[src/rtl/alu_mdu_seq.sv]
// Registered EX-stage ALU with iterative unsigned multiply/divide and a valid/ready
// handshake on both sides. Simple ops complete in one cycle; mul/div take WIDTH+1.
module alu_mdu_seq #(
  parameter  int WIDTH = 32,
  localparam int CNT_W = $clog2(WIDTH + 1)
) (
  input  logic             i_clk,
  input  logic             i_rst,
  input  logic             i_valid,
  output logic             o_ready,
  input  logic [WIDTH-1:0] i_op_a,
  input  logic [WIDTH-1:0] i_op_b,
  input  logic [3:0]       i_alu_op,
  output logic             o_valid,
  input  logic             i_ready,
  output logic [WIDTH-1:0] o_alu_out,
  output logic             o_zero,
  output logic             o_illegal
);

  localparam logic [1:0] IDLE = 2'd0;
  localparam logic [1:0] BUSY = 2'd1;
  localparam logic [1:0] DONE = 2'd2;

  localparam logic [3:0] OP_ADD   = 4'd0;
  localparam logic [3:0] OP_SUB   = 4'd1;
  localparam logic [3:0] OP_AND   = 4'd2;
  localparam logic [3:0] OP_OR    = 4'd3;
  localparam logic [3:0] OP_PASSB = 4'd4;
  localparam logic [3:0] OP_SLT   = 4'd5;
  localparam logic [3:0] OP_SLTU  = 4'd6;
  localparam logic [3:0] OP_MUL   = 4'd8;
  localparam logic [3:0] OP_MULHU = 4'd9;
  localparam logic [3:0] OP_DIVU  = 4'd10;
  localparam logic [3:0] OP_REMU  = 4'd11;

  logic [1:0]       state_q,   state_d;
  logic [CNT_W-1:0] count_q,   count_d;
  logic [3:0]       aluOp_q,   aluOp_d;
  logic [WIDTH-1:0] operand_q, operand_d;
  logic [WIDTH-1:0] hi_q,      hi_d;
  logic [WIDTH-1:0] lo_q,      lo_d;
  logic [WIDTH-1:0] result_q,  result_d;
  logic             zero_q,    zero_d;
  logic             illegal_q, illegal_d;

  logic             accept;
  logic             reqIterative;
  logic             reqDiv;
  logic             reqLegal;
  logic [WIDTH-1:0] acceptResult;
  logic             busyDiv;

  logic [WIDTH:0]   mulSum;
  logic [WIDTH:0]   divShift;
  logic [WIDTH:0]   divDiff;
  logic             divFits;
  logic [WIDTH-1:0] stepHi;
  logic [WIDTH-1:0] stepLo;
  logic [WIDTH-1:0] finalResult;

  assign o_ready   = (state_q == IDLE) | ((state_q == DONE) & i_ready);
  assign o_valid   = (state_q == DONE);
  assign o_alu_out = result_q;
  assign o_zero    = zero_q;
  assign o_illegal = illegal_q;

  assign accept = i_valid & o_ready;

  // Decode of the incoming request plus the result for every op that finishes at accept.
  always_comb begin
    reqIterative = 1'b0;
    reqDiv       = 1'b0;
    reqLegal     = 1'b1;
    acceptResult = '0;
    case (i_alu_op)
      OP_ADD:   acceptResult = i_op_a + i_op_b;
      OP_SUB:   acceptResult = i_op_a - i_op_b;
      OP_AND:   acceptResult = i_op_a & i_op_b;
      OP_OR:    acceptResult = i_op_a | i_op_b;
      OP_PASSB: acceptResult = i_op_b;
      OP_SLT:   acceptResult = {{(WIDTH-1){1'b0}}, ($signed(i_op_a) < $signed(i_op_b))};
      OP_SLTU:  acceptResult = {{(WIDTH-1){1'b0}}, (i_op_a < i_op_b)};
      OP_MUL, OP_MULHU: reqIterative = 1'b1;
      OP_DIVU: begin
        reqIterative = 1'b1;
        reqDiv       = 1'b1;
        acceptResult = '1;
      end
      OP_REMU: begin
        reqIterative = 1'b1;
        reqDiv       = 1'b1;
        acceptResult = i_op_a;
      end
      default:  reqLegal = 1'b0;
    endcase
  end

  // One shift-add multiply step: {hi,lo} holds the partial product with the multiplier in lo.
  assign mulSum = {1'b0, hi_q} + (lo_q[0] ? {1'b0, operand_q} : {(WIDTH+1){1'b0}});

  // One restoring divide step: hi is the remainder, lo shifts the dividend out and quotient in.
  assign divShift = {hi_q, lo_q[WIDTH-1]};
  assign divDiff  = divShift - {1'b0, operand_q};
  assign divFits  = ~divDiff[WIDTH];

  assign busyDiv = (aluOp_q == OP_DIVU) | (aluOp_q == OP_REMU);

  always_comb begin
    stepHi = mulSum[WIDTH:1];
    stepLo = {mulSum[0], lo_q[WIDTH-1:1]};
    if (busyDiv) begin
      stepHi = divFits ? divDiff[WIDTH-1:0] : divShift[WIDTH-1:0];
      stepLo = {lo_q[WIDTH-2:0], divFits};
    end
  end

  always_comb begin
    finalResult = '0;
    case (aluOp_q)
      OP_MUL:   finalResult = stepLo;
      OP_MULHU: finalResult = stepHi;
      OP_DIVU:  finalResult = stepLo;
      OP_REMU:  finalResult = stepHi;
      default:  finalResult = '0;
    endcase
  end

  // Control FSM; DONE re-accepts directly so simple ops can stream at one per cycle.
  always_comb begin
    state_d   = state_q;
    count_d   = count_q;
    aluOp_d   = aluOp_q;
    operand_d = operand_q;
    hi_d      = hi_q;
    lo_d      = lo_q;
    result_d  = result_q;
    zero_d    = zero_q;
    illegal_d = illegal_q;
    case (state_q)
      IDLE, DONE: begin
        if (accept) begin
          aluOp_d   = i_alu_op;
          zero_d    = (i_op_a == i_op_b);
          illegal_d = ~reqLegal;
          if (reqIterative && !(reqDiv && (i_op_b == '0))) begin
            state_d   = BUSY;
            count_d   = CNT_W'(WIDTH);
            operand_d = reqDiv ? i_op_b : i_op_a;
            hi_d      = '0;
            lo_d      = reqDiv ? i_op_a : i_op_b;
          end else begin
            state_d  = DONE;
            result_d = acceptResult;
          end
        end else if (state_q == DONE && i_ready) begin
          state_d = IDLE;
        end
      end
      BUSY: begin
        hi_d    = stepHi;
        lo_d    = stepLo;
        count_d = count_q - 1'b1;
        if (count_q == CNT_W'(1)) begin
          state_d  = DONE;
          result_d = finalResult;
        end
      end
      default: state_d = IDLE;
    endcase
  end

  always_ff @(posedge i_clk) begin
    if (i_rst) begin
      state_q   <= IDLE;
      count_q   <= '0;
      aluOp_q   <= '0;
      operand_q <= '0;
      hi_q      <= '0;
      lo_q      <= '0;
      result_q  <= '0;
      zero_q    <= 1'b0;
      illegal_q <= 1'b0;
    end else begin
      state_q   <= state_d;
      count_q   <= count_d;
      aluOp_q   <= aluOp_d;
      operand_q <= operand_d;
      hi_q      <= hi_d;
      lo_q      <= lo_d;
      result_q  <= result_d;
      zero_q    <= zero_d;
      illegal_q <= illegal_d;
    end
  end

endmodule

[config.mk]
export PLATFORM = sky130hd
export DESIGN_NAME = alu_mdu_seq
export DESIGN_NICKNAME = d
export VERILOG_FILES = /design/src/rtl/alu_mdu_seq.sv
export SDC_FILE = /design/constraint.sdc
export NUM_CORES = 1
export LEC_CHECK = 0
export ABC_AREA = 0
export BUFFER_PORTS_ARGS = -buffer_cell sky130_fd_sc_hd__buf_4
export CAP_MARGIN = 10
export CORE_ASPECT_RATIO = 1.25
export CORE_UTILIZATION = 41
export DETAILED_ROUTE_END_ITERATION = 10
export PLACE_DENSITY = 0.62
export SKIP_CTS_REPAIR_TIMING = 1
export SYNTH_ARGS = -nofsm -noshare
export SYNTH_HDL_FRONTEND = slang
export SYNTH_SLANG_ARGS = --single-unit
[constraint.sdc]
create_clock -name i_clk -period 6.87 [get_ports i_clk]
set_input_delay 0.3435 -clock i_clk [delete_from_list [all_inputs] [get_ports i_clk]]
set_output_delay 0.3435 -clock i_clk [all_outputs]
set_load 0.03 [all_outputs]
* Word-level counts from Yosys, hierarchy flattened *
Index checks and enable logic that the tools add are counted.

operators by class
  add/sub/neg operators = 5
  multiply operators = 0
  div/mod/pow operators = 0
  magnitude comparators = 2
  eq/ne operators = 23
  shifts and indexed selects = 0
  muxes and demuxes = 29
  bitwise gates (word level) = 8
  reductions and logical operators = 19

operator list
  operator                                                             number
  32-bit 2-to-1 mux                                                    13
  32-bit one-hot mux with 9 select lines                               1
  32-bit one-hot mux with 2 select lines                               4
  32-bit less-than comparator                                          2
  32-bit by 32-bit adder with 33-bit output                            1
  33-bit by 32-bit subtractor with 33-bit output                       1
  32-bit adder                                                         1
  32-bit AND                                                           1
  32-bit == test                                                       1
  4-bit == test (second input constant)                                8
  32-bit logical NOT                                                   1
  32-bit OR                                                            1
  32-bit subtractor                                                    1
  4-bit by 3-bit == test with 1-bit output (second input constant)     3
  6-bit 2-to-1 mux                                                     2
  6-bit one-hot mux with 2 select lines                                1
  11-bit OR reduction                                                  1
  4-bit by 2-bit == test with 1-bit output (second input constant)     2
  2-bit 2-to-1 mux                                                     4
  2-bit inequality test (second input constant)                        4
  2-bit OR reduction                                                   4
  6-bit by 1-bit == test with 1-bit output (second input constant)     1
  3-bit AND reduction                                                  2
  6-bit by 1-bit subtractor with 6-bit output (second input constant)  1
  17 further kinds                                                     25

storage, ports and cells
  register bits after elaboration = 142
  bits in latches = 0
  RAM bits = 0
  memory bits (read-only) = 0
  input port bits = 72
  word-level logic and storage cells = 95
  memories = 0

* Logic depth before layout (Yosys ltp) *
Gate-level depths: netlist (run 1).

  word-level depth = 9
  gate-level depth with buffers = 17
  depth with buffers taken out = 14

* Least setup slack after synthesis (run 1) *
Ideal clock, no wire load.

  path type = flip-flop to flip-flop
  start = reg lo_q[0]
  end = reg result_q[31], in the netlist o_alu_out[31]
  arrival = 3068 ps
  required time = 6741 ps
  slack = 3673 ps
  cell stages (with the launch flop) = 13
  path buffers = 1
  cell sequence = dfxtp_1 > clkbuf_1 > and2_1 > ha_1 > a21o_1 > o311a_1 > a2111oi_4 > o31ai_2 > a221oi_2 > o2bb2ai_2 > nor2_1 > a2111oi_4 > o31ai_2

between the ends
  cells in the longest elaborated chain, start to end = 6

ends and longest elaborated chain
  item                                           RTL line  source
  from (decl)                                    42        logic [WIDTH-1:0] lo_q, lo_d;
  from (signal assigned)                         190       lo_q <= lo_d;
  32-bit 2-to-1 mux (*)                          100       assign mulSum = {1'b0, hi_q} + (lo_q[0] ? {1'b0, operand_q} : {(WIDTH+1){1'b0}});
  32-bit by 32-bit adder with 33-bit output (*)  100
  32-bit 2-to-1 mux                              112       if (busyDiv) begin
  32-bit one-hot mux with 2 select lines (*)     120       case (aluOp_q)
  32-bit 2-to-1 mux (*)                          164       if (count_q == CNT_W'(1)) begin
  32-bit one-hot mux with 2 select lines (*)     140       case (state_q)
  to (signal assigned)                           191       result_q <= result_d;
  to (decl)                                      43        logic [WIDTH-1:0] result_q, result_d;

Mark *: on every way between the ends. The rest lies on a longest branch, timed or not. The select of a mux whose other input is x is not followed.
A chain may end at the register's enable or synchronous reset.

* Worst setup path after layout (run 1) *
  start = reg lo_q[0]
  end = reg result_q[28], in the netlist o_alu_out[28]

between the ends
  cells in the longest elaborated chain, start to end = 6

ends and longest elaborated chain
  item                                       RTL line
  32-bit 2-to-1 mux                          100
  32-bit by 32-bit adder with 33-bit output  100
  32-bit 2-to-1 mux                          112
  32-bit one-hot mux with 2 select lines     120
  32-bit 2-to-1 mux                          164
  32-bit one-hot mux with 2 select lines     140

No other way between the ends. The select of a mux whose other input is x is not followed.

==> summary.txt, run 1 <==
Outcome
  – Outcome: finished clean

CTS
  – Clock transition at the registers of the reported paths: 70 ps
  – Max Buffers Root-to-Sink: 2
  – H-tree level count: 4
  – CTS tree: done
  – Root buf cell: clkbuf_16
  – Clock Latency Late Sink: 450 ps
  – Clk sinks: 142
  – TritonCTS Buffers: 17

Route
  – Final wirelength: 63800 µm
  – Initial drt markers: 1844
  – DRT Pass-1 Iters: 8
  – DRT antenna net count: 0
  – Vias: 17800
  – Vias/cell: 6.37
  – Wire length per cell: 22.9 µm
  – Number of remaining DRC errors: 0

Floorplan
  – Initial core utilization: 0.418
  – Die H: 226 µm
  – # IOs: 108
  – Die Wd: 181 µm
  – Die Area: 40900 µm²
  – Core area: 39300 µm²
  – Core Rows: 81

Yosys
  – Most used flip-flop cell after synthesis: dfxtp_1
  – Gate Count Post-Synth: 2299
  – Seq/Total Area, Yosys: 0.173
  – Mapped Avg Cell Area: 7.16 µm²
  – Compound-Gate Fraction of Synth Area: 0.323
  – Ys async rst share: 0
  – Yosys top cell area share: 0.173
  – Mux contribution to synthesized area: 0.0425
  – Post-synthesis register bit count: 142
  – Post-synth EDFFs: 0
  – Count leader, synth: nor2_1
  – Simple-Gate Fraction of Synth Area: 0.212
  – Synth Area in Adders: 0.128
  – Yosys warns: 0
  – Synthesized cell area: 16500 µm²
  – Xor/xnor cell area share of the yosys netlist: 0.0431
  – Main combinational cell family by area after synthesis: compound AO/OA/AOI/OAI gates
  – Yosys cell types: 91
  – Synth top area cells: dfxtp_1, ha_1, a21oi_1
  – Cell taking the most area after synthesis: dfxtp_1
  – Mapped Nets: 2537
  – Top cells by count, synth: nor2_1, a21oi_1, nand2_1, ha_1, inv_1

Worst setup path
  – Crit Reg-Reg Startpoint: lo_q[0]
  – CP arrival: 4620 ps
  – Worst R2R Path Depth: 12
  – Worst-path fanout max: 34
  – Crit start category: flip-flop
  – CP Data Required Time: 7180 ps
  – CP Capture Type: flip-flop
  – R2R Path End: o_alu_out[28]
  – Reg-to-reg slack, setup: 2550 ps
  – Critical path class: flip-flop to flip-flop

STA
  – Unrepaired setup endpoints after global routing: no
  – Max Slew Vio Count: 0
  – Slew HR: 0.249
  – Post-route setup slack: 2550 ps
  – Fmax: 232 MHz
  – Fin. Hold Viols: 0
  – Final period utilization: 0.629
  – Actual slew at the worst max-slew pin: 1120 ps
  – Setup violators final: 0
  – Worst hold slack: 178 ps
  – Clock skew: 11.6 ps
  – Total negative slack: 0 ps
  – Final min period: 4320 ps

Global route
  – Antenna violations before repair: 0
  – Overflow after GRT: 0
  – Number of global-route vias before repair: 16700
  – First-pass GRT wire length: 98200 µm
  – Largest net degree at the start of global routing: 81
  – Gr usage total: 0.307

Place
  – DP HPWL: 47900 µm
  – DP Worst Slack: 2490 ps
  – Cell Area, Placed: 17400 µm²
  – RePlAce Congestion: 0.981
  – Placed cells: 2759
  – IO Port Bufs: 107

Finish
  – Antenna diodes: 0
  – Layout cells sized above 1: 0.0951
  – Layout area overhead: 9.86%
  – Final nets: 2518
  – Post-Layout Cell Count: 2791
  – Fill count: 4029
  – Design area: 18100 µm²
  – Final core utilization: 0.460

Hold path
  – Worst Min Path Start: i_ready
  – Min-Delay Path Class: primary input to flip-flop
  – Worst Hold End: state_q[1]
  – Worst hold stages: 4

Run
  – Max-Cap Viols: 0

Pwr
  – Leakage: 7.58 nW
  – Total power: 3.01 mW
  – VDD IR-drop max: 0.000153 V
  – PwrDens: 167 nW/µm²
==> critical path, stage by stage (launching register included) <==
cell       delay [ps]
dfxtp_1          1060
and2_1            240
ha_1              220
o21ai_0           150
o21bai_1          250
nand2_1            90
o21a_1            270
o31ai_4           400
a31oi_1           190
o41a_1            400
o2bb2ai_1         210
a221oi_1          590
nor3_1            100
==> state kept, by name (all words and copies together) (netlist names) <==
| name | count |
|---|---|
| o_illegal | 1 |
| o_zero | 1 |
| lo_q | 32 |
| state_q | 2 |
| aluOp_q | 4 |
| count_q | 6 |
| operand_q | 32 |
| hi_q | 32 |
| o_alu_out | 32 |
==> cell usage in the layout, fill, tap and decap left out, drive strengths merged, types with 20 or more instances in the layout <==
master / instances
a211oi: 56
a21o: 40
a21oi: 235
a222oi: 26
a311oi: 42
a31oi: 30
and2: 39
buf: 129
dfxtp: 142
ha: 162
inv: 160
mux2i: 56
nand2: 186
nand3: 94
nand4: 20
nor2: 249
nor3: 54
nor4: 20
o211ai: 63
o21ai: 87
o22ai: 27
xnor2: 58
xor2: 23
==> power breakdown <==
group	switching (mW)	total (mW)	internal, mW	leakage, nW
logic	0.649	1.00	0.352	6.10
clock network	0.417	1.10	0.688	0.319
registers	0.0422	0.904	0.862	1.16
==> area by class of cell <==
class / instances / area, µm² / share of cell area
Clock inverter: 15 / 256 / 0.0142
Clock buffer: 17 / 425 / 0.0235
Timing Repair Buffer: 129 / 968 / 0.0536
Inverter: 155 / 582 / 0.0322
Tap cell: 498 / 623 / 0.0345
Sequential cell: 142 / 2840 / 0.157
Multi-Input combinational cell: 1835 / 12400 / 0.685
==> kinds of logic after synthesis <==
kind of cell,after synthesis
AO/OA/AOI/OAI,769
XOR/XNOR,81
adder cells (fa/ha/maj),166
buffers and inverters,322
flip-flops,142
multiplexers,68
AND/OR/NAND/NOR,751
==> how the worst max path moves through the flow <==
stage | startpoint | end | cells after the start
floorplan | lo_q[0] | o_alu_out[31] | 12
global placement | i_op_b[27] | o_alu_out[20] | 10
detailed placement | i_op_b[27] | o_alu_out[20] | 10
CTS | lo_q[0] | o_alu_out[28] | 12
global route | lo_q[0] | o_alu_out[16] | 13
finish | lo_q[0] | o_alu_out[28] | 12
==> routing by layer <==
layer  vias up  GRT usage  routed length [µm]
li1       8392          -                   -
met1      8394      0.421               28000
met2       868      0.479               28000
met3       119     0.0385                5200
met4         0      0.139                2640
met5         -          0                   0
(Power assumes the default switching activity.)
==> run 2, diff against run 1 <==
Clock period 6.87 ns to 4 ns, I/O delays scaled along.
==> summary.txt, run 2 (synthesized netlist as in run 1, its figures left out) <==
STA
  – Fin. Hold Viols: 0
  – Unrepaired setup endpoints after global routing: no
  – Actual slew at the worst max-slew pin: 1330 ps
  – Total negative slack: 0 ps
  – Setup violators final: 0
  – Clock skew: 12.6 ps
  – Fmax: 268 MHz
  – Final period utilization: 0.934
  – Final min period: 3740 ps
  – Post-route setup slack: 264 ps
  – Slew HR: 0.105
  – Max Slew Vio Count: 0

Hold path
  – Worst hold stages: 4
  – Min-Delay Path Class: primary input to flip-flop
  – Worst Min Path Start: i_ready
  – Worst Hold End: state_q[1]

Floorplan
  – Die Area: 40900 µm²
  – Die H: 226 µm
  – Initial core utilization: 0.418
  – # IOs: 108
  – Core area: 39300 µm²
  – Core Rows: 81
  – Die Wd: 181 µm

Global route
  – Number of global-route vias before repair: 16800
  – Largest net degree at the start of global routing: 83
  – First-pass GRT wire length: 100000 µm
  – Gr usage total: 0.316
  – Antenna violations before repair: 0
  – Overflow after GRT: 0

Route
  – Vias/cell: 6.33
  – Vias: 18000
  – Wire length per cell: 23.3 µm
  – Number of remaining DRC errors: 0
  – Final wirelength: 66300 µm
  – Initial drt markers: 1892
  – DRT Pass-1 Iters: 9
  – DRT antenna net count: 0

CTS
  – TritonCTS Buffers: 17
  – H-tree level count: 4
  – Clock Latency Late Sink: 450 ps
  – Clk sinks: 142
  – Clock transition at the registers of the reported paths: 70 ps
  – Root buf cell: clkbuf_16
  – Max Buffers Root-to-Sink: 2
  – CTS tree: done

Pwr
  – Leakage: 7.81 nW
  – PwrDens: 273 nW/µm²
  – VDD IR-drop max: 0.000271 V
  – Total power: 5.04 mW

Finish
  – Most common cell after layout, fill and taps aside: nor2_1
  – Antenna diodes: 0
  – Final nets: 2568
  – Layout area overhead: 12.0%
  – Post-Layout Cell Count: 2841
  – Commonest non-fill, non-tap cells in the layout: nor2_1, a21oi_1, nand2_1
  – Layout cells sized above 1: 0.113

Place
  – RePlAce Congestion: 1.01
  – Placed cells: 2808
  – DP Worst Slack: -55.0 ps
  – DP HPWL: 50800 µm
  – IO Port Bufs: 107

Worst setup path
  – Reg-to-reg slack, setup: 260 ps
  – CP Data Required Time: 4320 ps
  – Crit start category: flip-flop
  – CP arrival: 4060 ps
  – R2R Path End: o_alu_out[29]
  – Worst R2R Path Depth: 14
  – Worst-path fanout max: 3
  – Critical path class: flip-flop to flip-flop
  – Crit Reg-Reg Startpoint: operand_q[0]
  – CP Capture Type: flip-flop

Run
  – Max-Cap Viols: 0

Outcome
  – Outcome: finished clean
==> run 2: cell types whose count changed in the layout (fill, tap and decap cells not counted), sizes merged <==
cell | previous run | this run
clkbuf | 17 | 20
clkinv | 0 | 5
clkinvlp | 4 | 2
bufinv | 6 | 3
and2 | 39 | 40
inv | 160 | 157
buf | 129 | 178
==> run 2: cell type report <==
class	count	area, µm²
fillers	4019	20900
multi-input cells	1836	12400
flip-flops and latches	142	2840
repair buffers	178	1390
well taps	498	623
inverters	155	582
clock buffers	20	437
clock inverters	12	163
==> run 2: worst max-delay path, cell delays in order (launching register included) <==
cell	delay, ps
dfxtp_1	330
and2_1	160
ha_1	210
inv_1	80
fa_1	200
nand2b_1	180
a21oi_1	130
o311a_1	440
a2111oi_4	520
o31ai_2	170
a221oi_2	390
o2bb2ai_2	170
xnor2_1	80
mux2i_1	390
o21ai_0	150
==> run 2: through the flow <==
stage          area, µm²  hold slack, ps   util
3_3_place_gp       17800             442  0.453
2_1_floorplan      16500             347      -
4_1_cts            18400            18.5  0.468
3_5_place_dp       17800             448  0.453
5_1_grt            18400            42.1  0.468
6_report           18400            34.4  0.468
==> run 2: worst max-delay path by stage <==
stage / start / end / slack, ps / cells past startpoint
3_5_place_dp: i_op_b[27] / o_alu_out[15] / -60 / 11
5_1_grt: operand_q[0] / o_alu_out[29] / 50 / 14
4_1_cts: operand_q[27] / o_alu_out[12] / 280 / 12
6_report: operand_q[0] / o_alu_out[29] / 260 / 14
2_1_floorplan: lo_q[0] / o_alu_out[31] / 800 / 12
3_3_place_gp: i_op_b[27] / o_alu_out[15] / 10 / 11
==> run 2: routing by layer <==
layer | GRT usage | vias to the layer above | part of all wire
met4 | 0.145 | 0 | 0.044
li1 | - | 8496 | -
met1 | 0.425 | 8484 | 0.43
met5 | 0 | - | 0
met2 | 0.507 | 870 | 0.45
met3 | 0.0332 | 146 | 0.075
==> run 2: where the power goes <==
part	switching (mW)	leakage, nW	internal (mW)
clock	0.698	0.285	0.987
combinational	1.15	6.37	0.650
sequential	0.0715	1.16	1.48
